$ cat config.mk
export PLATFORM = sky130hd
export DESIGN_NAME = hazard_unit_flat
export DESIGN_NICKNAME = d
export VERILOG_FILES = /design/src/rtl/hazard_unit_if.sv /design/src/rtl/hazard_unit.sv /design/src/flat_wrapper.sv
export SDC_FILE = /design/constraint.sdc
export NUM_CORES = 1
export LEC_CHECK = 0
export CAP_MARGIN = 30
export CELL_PAD_IN_SITES_DETAIL_PLACEMENT = 2
export CELL_PAD_IN_SITES_GLOBAL_PLACEMENT = 2
export CORE_MARGIN = 5
export CORE_UTILIZATION = 18
export DETAILED_ROUTE_END_ITERATION = 7
export PLACE_DENSITY = 0.89
export SYNTH_ARGS = -nofsm -noshare
export SYNTH_HDL_FRONTEND = slang
export SYNTH_SLANG_ARGS = --single-unit
export TNS_END_PERCENT = 1
$ cat constraint.sdc
create_clock -name i_clk -period 3.3 [get_ports i_clk]
set_input_delay 0.99 -clock i_clk [delete_from_list [all_inputs] [get_ports i_clk]]
set_output_delay 0.99 -clock i_clk [all_outputs]
set_load 0.02 [all_outputs]
$ cat src/rtl/hazard_unit_if.sv
// Pipeline <-> hazard unit signal bundle. Performance counter members exist
// only when HAZARD_PERF_CNT_EN is defined.
interface hazard_unit_if #(
    parameter int REG_ADDR_W = 5
);
    logic [REG_ADDR_W-1:0] i_rs1_addr_dec;
    logic [REG_ADDR_W-1:0] i_rs2_addr_dec;
    logic [REG_ADDR_W-1:0] i_rs1_addr_exec;
    logic [REG_ADDR_W-1:0] i_rs2_addr_exec;
    logic [REG_ADDR_W-1:0] i_rd_addr_exec;
    logic [REG_ADDR_W-1:0] i_rd_addr_mem;
    logic [REG_ADDR_W-1:0] i_rd_addr_wb;
    logic                  i_reg_we_mem;
    logic                  i_reg_we_wb;
    logic                  i_pc_src_exec;
    logic                  i_load_instr;
    logic                  i_halt_req;
    logic                  o_stall_fetch;
    logic                  o_stall_dec;
    logic                  o_flush_dec;
    logic                  o_flush_exec;
    logic [1:0]            o_forward_rs1;
    logic [1:0]            o_forward_rs2;
    logic                  o_halt_ack;
`ifdef HAZARD_PERF_CNT_EN
    logic [31:0]           o_stall_cnt;
    logic [31:0]           o_flush_cnt;
`endif

    // Pipeline side: drives stage information, receives control.
    modport master (
        output i_rs1_addr_dec, i_rs2_addr_dec, i_rs1_addr_exec, i_rs2_addr_exec,
        output i_rd_addr_exec, i_rd_addr_mem, i_rd_addr_wb,
        output i_reg_we_mem, i_reg_we_wb, i_pc_src_exec, i_load_instr, i_halt_req,
        input  o_stall_fetch, o_stall_dec, o_flush_dec, o_flush_exec,
        input  o_forward_rs1, o_forward_rs2, o_halt_ack
`ifdef HAZARD_PERF_CNT_EN
        , input o_stall_cnt, o_flush_cnt
`endif
    );

    modport slave (
        input  i_rs1_addr_dec, i_rs2_addr_dec, i_rs1_addr_exec, i_rs2_addr_exec,
        input  i_rd_addr_exec, i_rd_addr_mem, i_rd_addr_wb,
        input  i_reg_we_mem, i_reg_we_wb, i_pc_src_exec, i_load_instr, i_halt_req,
        output o_stall_fetch, o_stall_dec, o_flush_dec, o_flush_exec,
        output o_forward_rs1, o_forward_rs2, o_halt_ack
`ifdef HAZARD_PERF_CNT_EN
        , output o_stall_cnt, o_flush_cnt
`endif
    );
endinterface

$ cat src/rtl/hazard_unit.sv
// Pipeline hazard unit: forwarding, load-use stall, branch flush and halt/drain FSM.
// Optional stall/flush performance counters are built when HAZARD_PERF_CNT_EN is defined.
module hazard_unit #(
    parameter int REG_ADDR_W   = 5,
    parameter int DRAIN_CYCLES = 3
) (
    input  logic         i_clk,
    input  logic         i_arst_n,
    hazard_unit_if.slave hz
);

    typedef enum logic [1:0] {
        RUN    = 2'd0,
        DRAIN  = 2'd1,
        HALTED = 2'd2
    } state_e;

    localparam int CNT_W = (DRAIN_CYCLES > 1) ? $clog2(DRAIN_CYCLES) : 1;

    state_e           state_q, state_d;
    logic [CNT_W-1:0] drain_q, drain_d;
    logic             lu_stall;
    logic             stall_fetch, stall_dec, flush_dec, flush_exec, halt_ack;

    // Memory stage wins over write-back; register 0 is never forwarded.
    function automatic logic [1:0] fwd_sel(
        input logic [REG_ADDR_W-1:0] rs,
        input logic [REG_ADDR_W-1:0] rd_mem,
        input logic                  we_mem,
        input logic [REG_ADDR_W-1:0] rd_wb,
        input logic                  we_wb
    );
        logic [1:0] sel;
        sel = 2'b00;
        if (we_mem && (rd_mem != '0) && (rd_mem == rs)) begin
            sel = 2'b10;
        end else if (we_wb && (rd_wb != '0) && (rd_wb == rs)) begin
            sel = 2'b01;
        end
        return sel;
    endfunction

    assign hz.o_forward_rs1 = fwd_sel(hz.i_rs1_addr_exec, hz.i_rd_addr_mem, hz.i_reg_we_mem,
                                      hz.i_rd_addr_wb, hz.i_reg_we_wb);
    assign hz.o_forward_rs2 = fwd_sel(hz.i_rs2_addr_exec, hz.i_rd_addr_mem, hz.i_reg_we_mem,
                                      hz.i_rd_addr_wb, hz.i_reg_we_wb);

    always_comb begin
        lu_stall = hz.i_load_instr && (hz.i_rd_addr_exec != '0) &&
                   ((hz.i_rd_addr_exec == hz.i_rs1_addr_dec) ||
                    (hz.i_rd_addr_exec == hz.i_rs2_addr_dec));
    end

    always_ff @(posedge i_clk or negedge i_arst_n) begin
        if (!i_arst_n) begin
            state_q <= RUN;
            drain_q <= '0;
        end else begin
            state_q <= state_d;
            drain_q <= drain_d;
        end
    end

    always_comb begin
        state_d     = state_q;
        drain_d     = drain_q;
        stall_fetch = 1'b0;
        stall_dec   = 1'b0;
        flush_dec   = 1'b0;
        flush_exec  = 1'b0;
        halt_ack    = 1'b0;
        case (state_q)
            RUN: begin
                // A redirect squashes the stalled instruction anyway, so it overrides the stall.
                if (hz.i_pc_src_exec) begin
                    flush_dec  = 1'b1;
                    flush_exec = 1'b1;
                end else if (lu_stall) begin
                    stall_fetch = 1'b1;
                    stall_dec   = 1'b1;
                    flush_exec  = 1'b1;
                end
                if (hz.i_halt_req && !hz.i_pc_src_exec && !lu_stall) begin
                    state_d = DRAIN;
                    drain_d = CNT_W'(DRAIN_CYCLES - 1);
                end
            end
            DRAIN: begin
                stall_fetch = 1'b1;
                stall_dec   = 1'b1;
                flush_exec  = 1'b1;
                if (drain_q == '0) begin
                    state_d = HALTED;
                end else begin
                    drain_d = drain_q - CNT_W'(1);
                end
            end
            HALTED: begin
                stall_fetch = 1'b1;
                stall_dec   = 1'b1;
                flush_exec  = 1'b1;
                halt_ack    = 1'b1;
                if (!hz.i_halt_req) begin
                    state_d = RUN;
                end
            end
            default: begin
                state_d = RUN;
            end
        endcase
    end

    assign hz.o_stall_fetch = stall_fetch;
    assign hz.o_stall_dec   = stall_dec;
    assign hz.o_flush_dec   = flush_dec;
    assign hz.o_flush_exec  = flush_exec;
    assign hz.o_halt_ack    = halt_ack;

`ifdef HAZARD_PERF_CNT_EN
    logic [31:0] stall_cnt_q, stall_cnt_d;
    logic [31:0] flush_cnt_q, flush_cnt_d;

    function automatic logic [31:0] sat_inc(input logic [31:0] v);
        return (v == 32'hFFFF_FFFF) ? v : v + 32'd1;
    endfunction

    always_comb begin
        stall_cnt_d = stall_cnt_q;
        flush_cnt_d = flush_cnt_q;
        if (state_q == RUN && stall_fetch) begin
            stall_cnt_d = sat_inc(stall_cnt_q);
        end
        if (state_q == RUN && hz.i_pc_src_exec) begin
            flush_cnt_d = sat_inc(flush_cnt_q);
        end
    end

    always_ff @(posedge i_clk or negedge i_arst_n) begin
        if (!i_arst_n) begin
            stall_cnt_q <= '0;
            flush_cnt_q <= '0;
        end else begin
            stall_cnt_q <= stall_cnt_d;
            flush_cnt_q <= flush_cnt_d;
        end
    end

    assign hz.o_stall_cnt = stall_cnt_q;
    assign hz.o_flush_cnt = flush_cnt_q;
`endif

endmodule

$ cat src/flat_wrapper.sv
// flat-port wrapper written by rule: the top's interface ports become plain ports
module hazard_unit_flat 
#(
    parameter int REG_ADDR_W   = 5,
    parameter int DRAIN_CYCLES = 3
)
  (i_clk, i_arst_n, hz_i_rs1_addr_dec, hz_i_rs2_addr_dec, hz_i_rs1_addr_exec, hz_i_rs2_addr_exec, hz_i_rd_addr_exec, hz_i_rd_addr_mem, hz_i_rd_addr_wb, hz_i_reg_we_mem, hz_i_reg_we_wb, hz_i_pc_src_exec, hz_i_load_instr, hz_i_halt_req, hz_o_stall_fetch, hz_o_stall_dec, hz_o_flush_dec, hz_o_flush_exec, hz_o_forward_rs1, hz_o_forward_rs2, hz_o_halt_ack);
  hazard_unit_if #(.REG_ADDR_W(REG_ADDR_W)) hz_i ();
  input  logic i_clk;
  input  logic i_arst_n;
  input wire logic [$bits(hz_i.i_rs1_addr_dec)-1:0] hz_i_rs1_addr_dec;
  input wire logic [$bits(hz_i.i_rs2_addr_dec)-1:0] hz_i_rs2_addr_dec;
  input wire logic [$bits(hz_i.i_rs1_addr_exec)-1:0] hz_i_rs1_addr_exec;
  input wire logic [$bits(hz_i.i_rs2_addr_exec)-1:0] hz_i_rs2_addr_exec;
  input wire logic [$bits(hz_i.i_rd_addr_exec)-1:0] hz_i_rd_addr_exec;
  input wire logic [$bits(hz_i.i_rd_addr_mem)-1:0] hz_i_rd_addr_mem;
  input wire logic [$bits(hz_i.i_rd_addr_wb)-1:0] hz_i_rd_addr_wb;
  input wire logic [$bits(hz_i.i_reg_we_mem)-1:0] hz_i_reg_we_mem;
  input wire logic [$bits(hz_i.i_reg_we_wb)-1:0] hz_i_reg_we_wb;
  input wire logic [$bits(hz_i.i_pc_src_exec)-1:0] hz_i_pc_src_exec;
  input wire logic [$bits(hz_i.i_load_instr)-1:0] hz_i_load_instr;
  input wire logic [$bits(hz_i.i_halt_req)-1:0] hz_i_halt_req;
  output wire logic [$bits(hz_i.o_stall_fetch)-1:0] hz_o_stall_fetch;
  output wire logic [$bits(hz_i.o_stall_dec)-1:0] hz_o_stall_dec;
  output wire logic [$bits(hz_i.o_flush_dec)-1:0] hz_o_flush_dec;
  output wire logic [$bits(hz_i.o_flush_exec)-1:0] hz_o_flush_exec;
  output wire logic [$bits(hz_i.o_forward_rs1)-1:0] hz_o_forward_rs1;
  output wire logic [$bits(hz_i.o_forward_rs2)-1:0] hz_o_forward_rs2;
  output wire logic [$bits(hz_i.o_halt_ack)-1:0] hz_o_halt_ack;
  assign hz_i.i_rs1_addr_dec = hz_i_rs1_addr_dec;
  assign hz_i.i_rs2_addr_dec = hz_i_rs2_addr_dec;
  assign hz_i.i_rs1_addr_exec = hz_i_rs1_addr_exec;
  assign hz_i.i_rs2_addr_exec = hz_i_rs2_addr_exec;
  assign hz_i.i_rd_addr_exec = hz_i_rd_addr_exec;
  assign hz_i.i_rd_addr_mem = hz_i_rd_addr_mem;
  assign hz_i.i_rd_addr_wb = hz_i_rd_addr_wb;
  assign hz_i.i_reg_we_mem = hz_i_reg_we_mem;
  assign hz_i.i_reg_we_wb = hz_i_reg_we_wb;
  assign hz_i.i_pc_src_exec = hz_i_pc_src_exec;
  assign hz_i.i_load_instr = hz_i_load_instr;
  assign hz_i.i_halt_req = hz_i_halt_req;
  assign hz_o_stall_fetch = hz_i.o_stall_fetch;
  assign hz_o_stall_dec = hz_i.o_stall_dec;
  assign hz_o_flush_dec = hz_i.o_flush_dec;
  assign hz_o_flush_exec = hz_i.o_flush_exec;
  assign hz_o_forward_rs1 = hz_i.o_forward_rs1;
  assign hz_o_forward_rs2 = hz_i.o_forward_rs2;
  assign hz_o_halt_ack = hz_i.o_halt_ack;
  hazard_unit #(.REG_ADDR_W(REG_ADDR_W), .DRAIN_CYCLES(DRAIN_CYCLES)) u_core (.i_clk(i_clk), .i_arst_n(i_arst_n), .hz(hz_i));
endmodule
==> impl_results.md <==
- Total power: 738 uW
- Startpoint Class: input port
- Placer Congestion: 0.859
- Worst slew pin tran: 0.488 ns
- Total routed wirelength: 4060 um
- DRT Pass-1 Iters: 4
- Area growth syn-to-layout: 118%
- Power Density: 438 nW/um^2
- Status: finished, violations left
- DPL Wire Length: 3430 um
- Top cells by area, synth: xnor2_1 18%, xor2_1 16%, dfrtp_1 13%
- Tmin final: 3.39 ns
- Nets@finish: 220
- Die X: 75.5 um
- First-pass GRT wire length: 5940 um
- Cell Area, Synth: 772 um^2
- Largest family of logic cells by synthesized area: XOR/XNOR gates
- Rows: 23
- Yosys cell types: 29
- Area after DPL: 1520 um^2
- Via density: 4.57
- Post-synthesis compound-gate area fraction: 17.5%
- Fin cells: 221
- Antenna-violating nets left: 0
- Initial Utilization: 18.9%
- Yosys warning count: 0
- Finished Cell Area: 1680 um^2
- Clk buf depth: 2
- Routed len/inst: 18.4 um
- Relative slew margins: 67.2%
- Largest net degree at the start of global routing: 7
- Post-Synthesis Cells: 91
- CP delay by family, top: buffers and inverters
- Crit share post-route: 103%
- Layout cell share with drive strength beyond 1: 44.4%
- Critical Path Max Stage Delay: 0.51 ns
- Place WS: -0.992 ns
- Max Clock Freq: 295 MHz
- Die height: 75.5 um
- H-tree depth: 1
- Multiplexer area fraction after synthesis: 2.92%
- Mapped Nets: 138
- Worst min path class: reg -> reg
- Worst Path Max Fanout: 2
- MaxCap Viol Count: 0
- 1st-iter DRT viols: 4
- GRT overflow: 0
- Setup Skew: 0.00495 ns
- Total number of vias: 1,009
- Simple-gate share of the synthesized area: 20.6%
- Max IR drop VDD: 0.000374 V
- Cells after DPL: 214
- CP required: 2.31 ns
- Number of synthesized register bits: 4
- CTS Sinks: 4
- Setup TNS: -0.292 ns
- Fillcell total: 434
- Synthesized area per cell: 8.48 um^2
- CP cell instances: clkdlybuf4s50_1 -> o21ai_4 -> nor4_2 -> buf_4 -> buf_4
- Most used cell, CP: buf_4
- Final Hold Fails: 0
- Setup violations, final: 4
- Crit path kind: in -> out
- Worst EP arrival: 2.40 ns
- Core Region: 4090 um^2
- DIE AREA: 5700 um^2
- Setup WS post-layout: -0.0900 ns
- Inserted Clock Buffers: 3
- Ant. Diodes: 0
- I/O pin count: 51
- DRC errors left: 0
- Fin. max-slew vios: 0
- Sequential area share after synthesis: 13.0%
- Worst Path Buf+Inv: 3
- Post-synth top area cell: xnor2_1
- Number of global-route vias before repair: 1,256
- Initial antenna violation count: 0
- RSZ-0062 raised after global routing: true
- Xor and xnor area share after synthesis: 34.0%
- Failing checks: setup timing
- Adder-cell share of the synthesized area: 8.10%
- Crit end category: output pin
- Crit-path slowest cell: clkdlybuf4s50_1
- IO buf count: 50
- Clock slew at reported path FFs: 0.03 ns
- GRT Total Usage: 14.1%
- Clock insertion delay at the later pin of the skew report: 0.22 ns
- Leak pwr: 0.776 nW
- Root Driver: clkbuf_8
- TritonCTS clock tree: yes
- Synth top area share: 18.2%
==> metal layers <==
metal | wire, um | part of all wire, % | vias to the layer above | track usage (%)
met4 | 46 | 1.1 | 0 | 5.44
li1 | - | - | 485 | -
met3 | 283 | 7.0 | 4 | 2.11
met2 | 2440 | 60 | 37 | 31.1
met1 | 1290 | 32 | 483 | 12.1
met5 | 0 | 0 | - | 0
==> Yosys cell counts <==
| library cell | n |
|---|---|
| xnor2_1 | 16 |
| xor2_1 | 14 |
| inv_1 | 6 |
| nand2_1 | 6 |
| ha_1 | 5 |
| nand3_1 | 5 |
| dfrtp_1 | 4 |
| nor4_1 | 4 |
| or4_1 | 4 |
| a21oi_1 | 3 |
| mux2_2 | 2 |
| nand2b_1 | 2 |
| nor2b_1 | 2 |
| o21ai_0 | 2 |
| o22ai_1 | 2 |
| a2111oi_4 | 1 |
| a211o_1 | 1 |
| a31oi_1 | 1 |
| and2_1 | 1 |
| and2_4 | 1 |
| buf_4 | 1 |
| nand4_1 | 1 |
| nor2_1 | 1 |
| o211ai_1 | 1 |
| o22a_1 | 1 |
| o2bb2ai_1 | 1 |
| o311a_4 | 1 |
| o31a_1 | 1 |
| or3_1 | 1 |
==> flip-flops by register name (all words and copies together), names as in the netlist <==
| register | count |
|---|---|
| u_core.state_q | 2 |
| u_core.drain_q | 2 |
==> where the power goes <==
| part | internal, mW | total (mW) | switching [mW] |
|---|---|---|---|
| clock network | 0.0777 | 0.102 | 0.0248 |
| logic | 0.269 | 0.546 | 0.277 |
| registers | 0.0688 | 0.0892 | 0.0204 |
==> timing repair <==
item / in CTS / in global routing
setup endpoints to repair: 8 / 6
pin swaps: 20 / 14
buffers inserted: 2 / 2
gates resized for setup: 121 / 28
hold buffers: 0 / 0
==> layout by cell type, fill, tap and decap left out, drive strengths merged, types with 2 or more instances in the layout <==
cell type / synthesis / layout
dlymetal6s2s: 0 / 5
inv: 6 / 6
a21oi: 3 / 3
clkdlybuf4s15: 0 / 3
clkbuf: 0 / 7
and2: 2 / 2
ha: 5 / 5
o22ai: 2 / 2
xnor2: 16 / 16
mux2: 2 / 2
nand3: 5 / 5
clkdlybuf4s50: 0 / 8
o21ai: 2 / 2
nand2: 6 / 6
nand2b: 2 / 2
buf: 1 / 46
or4: 4 / 4
xor2: 14 / 14
nor4: 4 / 4
dfrtp: 4 / 4
nor2b: 2 / 2
dlygate4sd2: 0 / 12
==> logic make-up (layout without fill, tap and decap cells) <==
group | after synthesis | in the layout
simple gates | 28 | 28
mux | 2 | 2
buf+inv | 7 | 87
compound gates | 15 | 15
xor+xnor | 30 | 30
fa+ha+maj | 5 | 5
flops | 4 | 4
==> worst reg2reg max path, cell delays in order (launching register included) <==
cell and delay, ns:
dfrtp_1 0.40, inv_1 0.08, ha_1 0.26, nor2b_1 0.20, a21oi_1 0.26, nand2_1 0.08, a21oi_1 0.14, mux2_2 0.35
==> through the flow <==
stage / hold slack, ns / utilization [%]
floorplan: 0.482 / -
global placement: 0.495 / 37.2
detailed placement: 0.519 / 37.2
CTS: 0.526 / 38.9
global route: 0.547 / 41.2
finish: 0.517 / 41.2
==> path summary, 6_finish.rpt <==
path | depth (start not counted) | end | start | slack [ns]
worst max-delay path | 5 | hz_o_forward_rs2[1] | hz_i_reg_we_mem | -0.09
worst min-delay path | 1 | u_core.drain_q[1] | u_core.drain_q[1] | 0.52
worst max register to register | 7 | u_core.state_q[1] | u_core.state_q[1] | 1.40
worst min register to register | 1 | u_core.drain_q[1] | u_core.drain_q[1] | 0.52
max in group asynchronous | 1 | u_core.drain_q[0] | i_arst_n | 2.14
min in group asynchronous | 1 | u_core.state_q[1] | i_arst_n | 0.98
==> cell type report <==
| class | count | area, um^2 | area share (%) |
|---|---|---|---|
| multi-input combinational | 80 | 792 | 47.0 |
| tap | 50 | 62.6 | 3.71 |
| inverter | 6 | 22.5 | 1.34 |
| clock buffer | 3 | 41.3 | 2.45 |
| sequential | 4 | 100 | 5.94 |
| timing repair buffer | 78 | 666 | 39.5 |
No activity file was read; power rests on OpenSTA's default activity.
==> patch 1, RTL diff (same settings) <==
The 3 states of `state_e` get a one-hot encoding in 3 bits.
--- a/src/rtl/hazard_unit.sv
+++ b/src/rtl/hazard_unit.sv
@@ -11,6 +11,6 @@
 
-    typedef enum logic [1:0] {
-        RUN    = 2'd0,
-        DRAIN  = 2'd1,
-        HALTED = 2'd2
+    typedef enum logic [2:0] {
+        RUN    = 3'b001,
+        DRAIN  = 3'b010,
+        HALTED = 3'b100
     } state_e;
Behaviour: same outputs for any inputs over 10 cycles, from zero or initial values and one cycle with i_arst_n low; not proved beyond that.
==> patch 1 against the original RTL <==
  * The run still ends with setup timing left
  * Synthesized cell count decreased by 11%
  * Clock skew fell by 4.1 ps
  * Sequential cell count grew 1
  * Setup slack worse by 9.1 ps
  * Design area shrank 14%
  * Sequential share of layout area is 2.8 points higher
  * Wire length fell by 11%
  * Non-clock buffer count is 11 lower
  * Synthesized area shrank 12%
  * Cell count is 10% lower
  * Critical path depth up 1
  * Critical path type unchanged
  * Highest routed layer unchanged
Power is not compared: it rests on default switching activity, and its combinational part moved more than twofold at a synthesized area within 25%.
==> patch 1: results (changes against the original RTL) <==
slowest cell on the critical path=or4_1 (was clkdlybuf4s50_1); ClkCell Share=3.12% (was 2.45%); clock buffer count=4 (was 3); Largest regs=u_core.state_q (3), u_core.drain_q (2) (was u_core.drain_q (2), u_core.state_q (2)); failing checks=setup timing (unchanged); GPL Wtd Cong=0.935 (was 0.859); total clock sinks=5 (was 4); vias=895 (was 1009); top cells by count, synth=xnor2_1 (16), xor2_1 (14), nand2_1 (5), nand3_1 (5), or4_1 (5) (was xnor2_1 (16), xor2_1 (14), inv_1 (6), nand2_1 (6)); area of the multi-input gates=617 µm² (was 792 µm²); non-clk buf share=40.4% (was 39.5%); Syn Nets=124 (was 138); met3 usage=3.37% (was 2.11%); met3 wire length=266 µm (was 283 µm); vias in the first global route=1081 (was 1256); Post-DP HPWL=3030 µm (was 3430 µm); Setup Skew=0.821 ps (was 4.95 ps); final setup margin=-99.1 ps (was -90.0 ps); Iter 0 DRT Violations=13 (was 4); multi-input gates=72 (was 80); Slew @ Worst Pin=430 ps (was 488 ps); metal1 wirelength=1280 µm (was 1290 µm); Non-clk invs=3 (was 6); Distinct cells, synth=27 (was 29); synth top area cells=xnor2_1 (21%), xor2_1 (18%), dfrtp_1 (15%) (was xnor2_1 (18%), xor2_1 (16%), dfrtp_1 (13%)); DP Worst Slack=-853 ps (was -992 ps); Layout fillers=420 (was 434); fraction of area in registers=8.76% (was 5.94%); met2 usage=28.5% (was 31.1%); sequential area share after synthesis=18.6% (was 13.0%); max incr delay on CP=550 ps (was 510 ps); share of cells above drive strength 1=37.7% (was 44.4%); outcome=finished with violations (unchanged); M1 GR Usage=15.3% (was 12.1%); final setup fails=2 (was 4)
-- patch 1: cell types whose count changed after synthesis, sizes merged, moves of 2 or more --
cell	before	now
nor3b	0	2
inv	6	3
ha	5	1
o21ai	2	6
nor2b	2	0
nor2	1	3
a21oi	3	1
-- patch 1: worst paths after layout --
kind	startpoint	to	slack, ps	cells after the start
max in group asynchronous	i_arst_n	u_core.state_q[0]	2050	1
max reg2reg	u_core.drain_q[0]	u_core.drain_q[1]	1600	6
min in group asynchronous	i_arst_n	u_core.drain_q[1]	990	1
min	u_core.drain_q[1]	u_core.drain_q[1]	510	1
max	hz_i_rd_addr_wb[2]	hz_o_forward_rs1[0]	-100	6
min reg2reg	u_core.drain_q[1]	u_core.drain_q[1]	510	1
-- patch 1: worst register-to-register path, stage by stage, from the launching register on --
cell and delay (ps):
dfrtp_1 340, inv_1 60, ha_1 240, o21ai_0 220, nand2b_1 90, a41oi_1 270, mux2_2 370
-- patch 1: cells by family after synthesis --
| group | share of synthesized area [%] |
|---|---|
| DFF | 18.6 |
| xor gates and xnor gates | 38.7 |
| and+or+nand+nor | 27.4 |
| adders and majority gates | 1.84 |
| muxes | 1.66 |
| buffers and inverters | 2.76 |
| AOI/OAI and AO/OA | 9.02 |
-- patch 1: stage by stage --
stage | TNS [ps] | instance area [µm²]
2_1_floorplan | -56.5 | 679
3_3_place_gp | -4820 | 1350
3_5_place_dp | -5390 | 1350
4_1_cts | -33.5 | 1440
5_1_grt | -565 | 1440
6_report | -193 | 1440
-- patch 1: repair_timing --
action | CTS | global route
hold endpoints to repair | 0 | 0
resized for setup | 130 | 2
setup endpoints to repair | 8 | 7
setup buffers | 1 | 0
pin swaps | 27 | 3
==> patch 2, RTL diff (same flow settings) <==
Without the edit above. `DRAIN_CYCLES` is set to 3 in 2 places; all go to 2.
--- a/src/rtl/hazard_unit.sv
+++ b/src/rtl/hazard_unit.sv
@@ -4,3 +4,3 @@
     parameter int REG_ADDR_W   = 5,
-    parameter int DRAIN_CYCLES = 3
+    parameter int DRAIN_CYCLES = 2
 ) (
--- a/src/flat_wrapper.sv
+++ b/src/flat_wrapper.sv
@@ -4,3 +4,3 @@
     parameter int REG_ADDR_W   = 5,
-    parameter int DRAIN_CYCLES = 3
+    parameter int DRAIN_CYCLES = 2
 )
Formal check against the unedited RTL: not equivalent (a bounded check fails within 4 cycles, from zero or initial values and one cycle with i_arst_n low).
==> patch 2 against the original RTL <==
  * The run still ends with setup timing left
  * Synthesized area decreased by 11%
  * Power is 15% lower
  * Count of clock-buffer cells in the layout is 1 higher
  * Wire length grew 20%
  * Sequential cell count is 1 lower
  * First-iteration DRC count grew to 6.8 times the old value
  * Setup slack got worse by 16 ps
  * Cell count fell by 2.3%
  * Fmax fell by 0.47%
  * Design area is 4.8% lower
  * Critical path type unchanged
==> patch 2: results (changes against the original RTL) <==
outcome=finished with violations (unchanged); failing checks=setup timing (unchanged); Setup Skew=0.574 ps (was 4.95 ps); met2 usage=30.9% (was 31.1%); Hold WS=629 ps (was 517 ps); Post-DP HPWL=3330 µm (was 3430 µm); share of cells above drive strength 1=45.8% (was 44.4%); Largest regs=u_core.state_q (2), u_core.drain_q (1) (was u_core.drain_q (2), u_core.state_q (2)); slowest cell on the critical path=nor4_4 (was clkdlybuf4s50_1); worst setup path end=hz_o_forward_rs2[0] (was hz_o_forward_rs2[1]); first-pass detailed-route iteration total=3 (was 4); metal1 wirelength=1850 µm (was 1290 µm); Finished Layout Cells=216 (was 221); vias in the first global route=1158 (was 1256); sequential area share after synthesis=11.0% (was 13.0%); M1 GR Usage=17.5% (was 12.1%); Leak=0.791 nW (was 0.776 nW); first-pass GRT wire length=6190 µm (was 5940 µm); number of vias per cell=4.66 (was 4.57); final setup margin=-106 ps (was -90.0 ps); Layout fillers=411 (was 434); Worst EP arrival=2420 ps (was 2400 ps); max incr delay on CP=460 ps (was 510 ps); nets@finish=215 (was 220); gr usage total=15.8% (was 14.1%); CP Launch Point=hz_i_rd_addr_mem[4] (was hz_i_reg_we_mem); top cells by count, synth=xnor2_1 (16), xor2_1 (14), inv_1 (6) (was xnor2_1 (16), xor2_1 (14), inv_1 (6), nand2_1 (6)); final setup fails=4 (unchanged); detailed-route wire length=4870 µm (was 4060 µm); flop2flop setup slack=1560 ps (was 1400 ps); met3 usage=1.54% (was 2.11%); Worst Hold Endpoint=u_core.drain_q (was u_core.drain_q[1]); dpl cells=201 (was 214); met2 WL=2700 µm (was 2440 µm); peak supply drop=0.357 mV (was 0.374 mV); post-CTS sizing=98 (was 121); synth top area cells=xnor2_1 (20%), xor2_1 (18%), dfrtp_1 (11%) (was xnor2_1 (18%), xor2_1 (16%), dfrtp_1 (13%)); Design Power=631 µW (was 738 µW); Distinct cells, synth=30 (was 29); critical-path maximum fanout=3 (was 2)
patch 2: cell count changes after synthesis, moves of 2 or more:
cell	change
nor4_2	+2
a22oi_1	+2
a21oi_1	-2
nand2b_1	-2
mux2_2	-2
nand2_1	-2
nor4_1	-2
nor2_1	+2
patch 2: worst max-delay path: cells and delay by family:
family	cells	cell delay [ps]
xor gates and xnor gates	1	200
buffers and inverters	2	450
and+or+nand+nor	3	770
patch 2: cells by family after synthesis:
logic type      count (synthesis)  share of synthesized area, %
xor+xnor                       30                          38.4
mux                             1                          1.46
flops                           3                          11.0
simple gates                   22                          20.1
fa+ha+maj                       4                          7.31
compound gates                 15                          17.4
buf+inv                         7                          4.39
patch 2: layout make-up:
| cell class | count | area, µm² | area share (%) |
|---|---|---|---|
| clock buffer | 4 | 45.0 | 2.81 |
| timing repair buffer | 83 | 718 | 44.8 |
| sequential | 3 | 75.1 | 4.68 |
| multi-input combinational | 72 | 683 | 42.6 |
| inverter | 6 | 22.5 | 1.40 |
| tap | 48 | 60.1 | 3.74 |
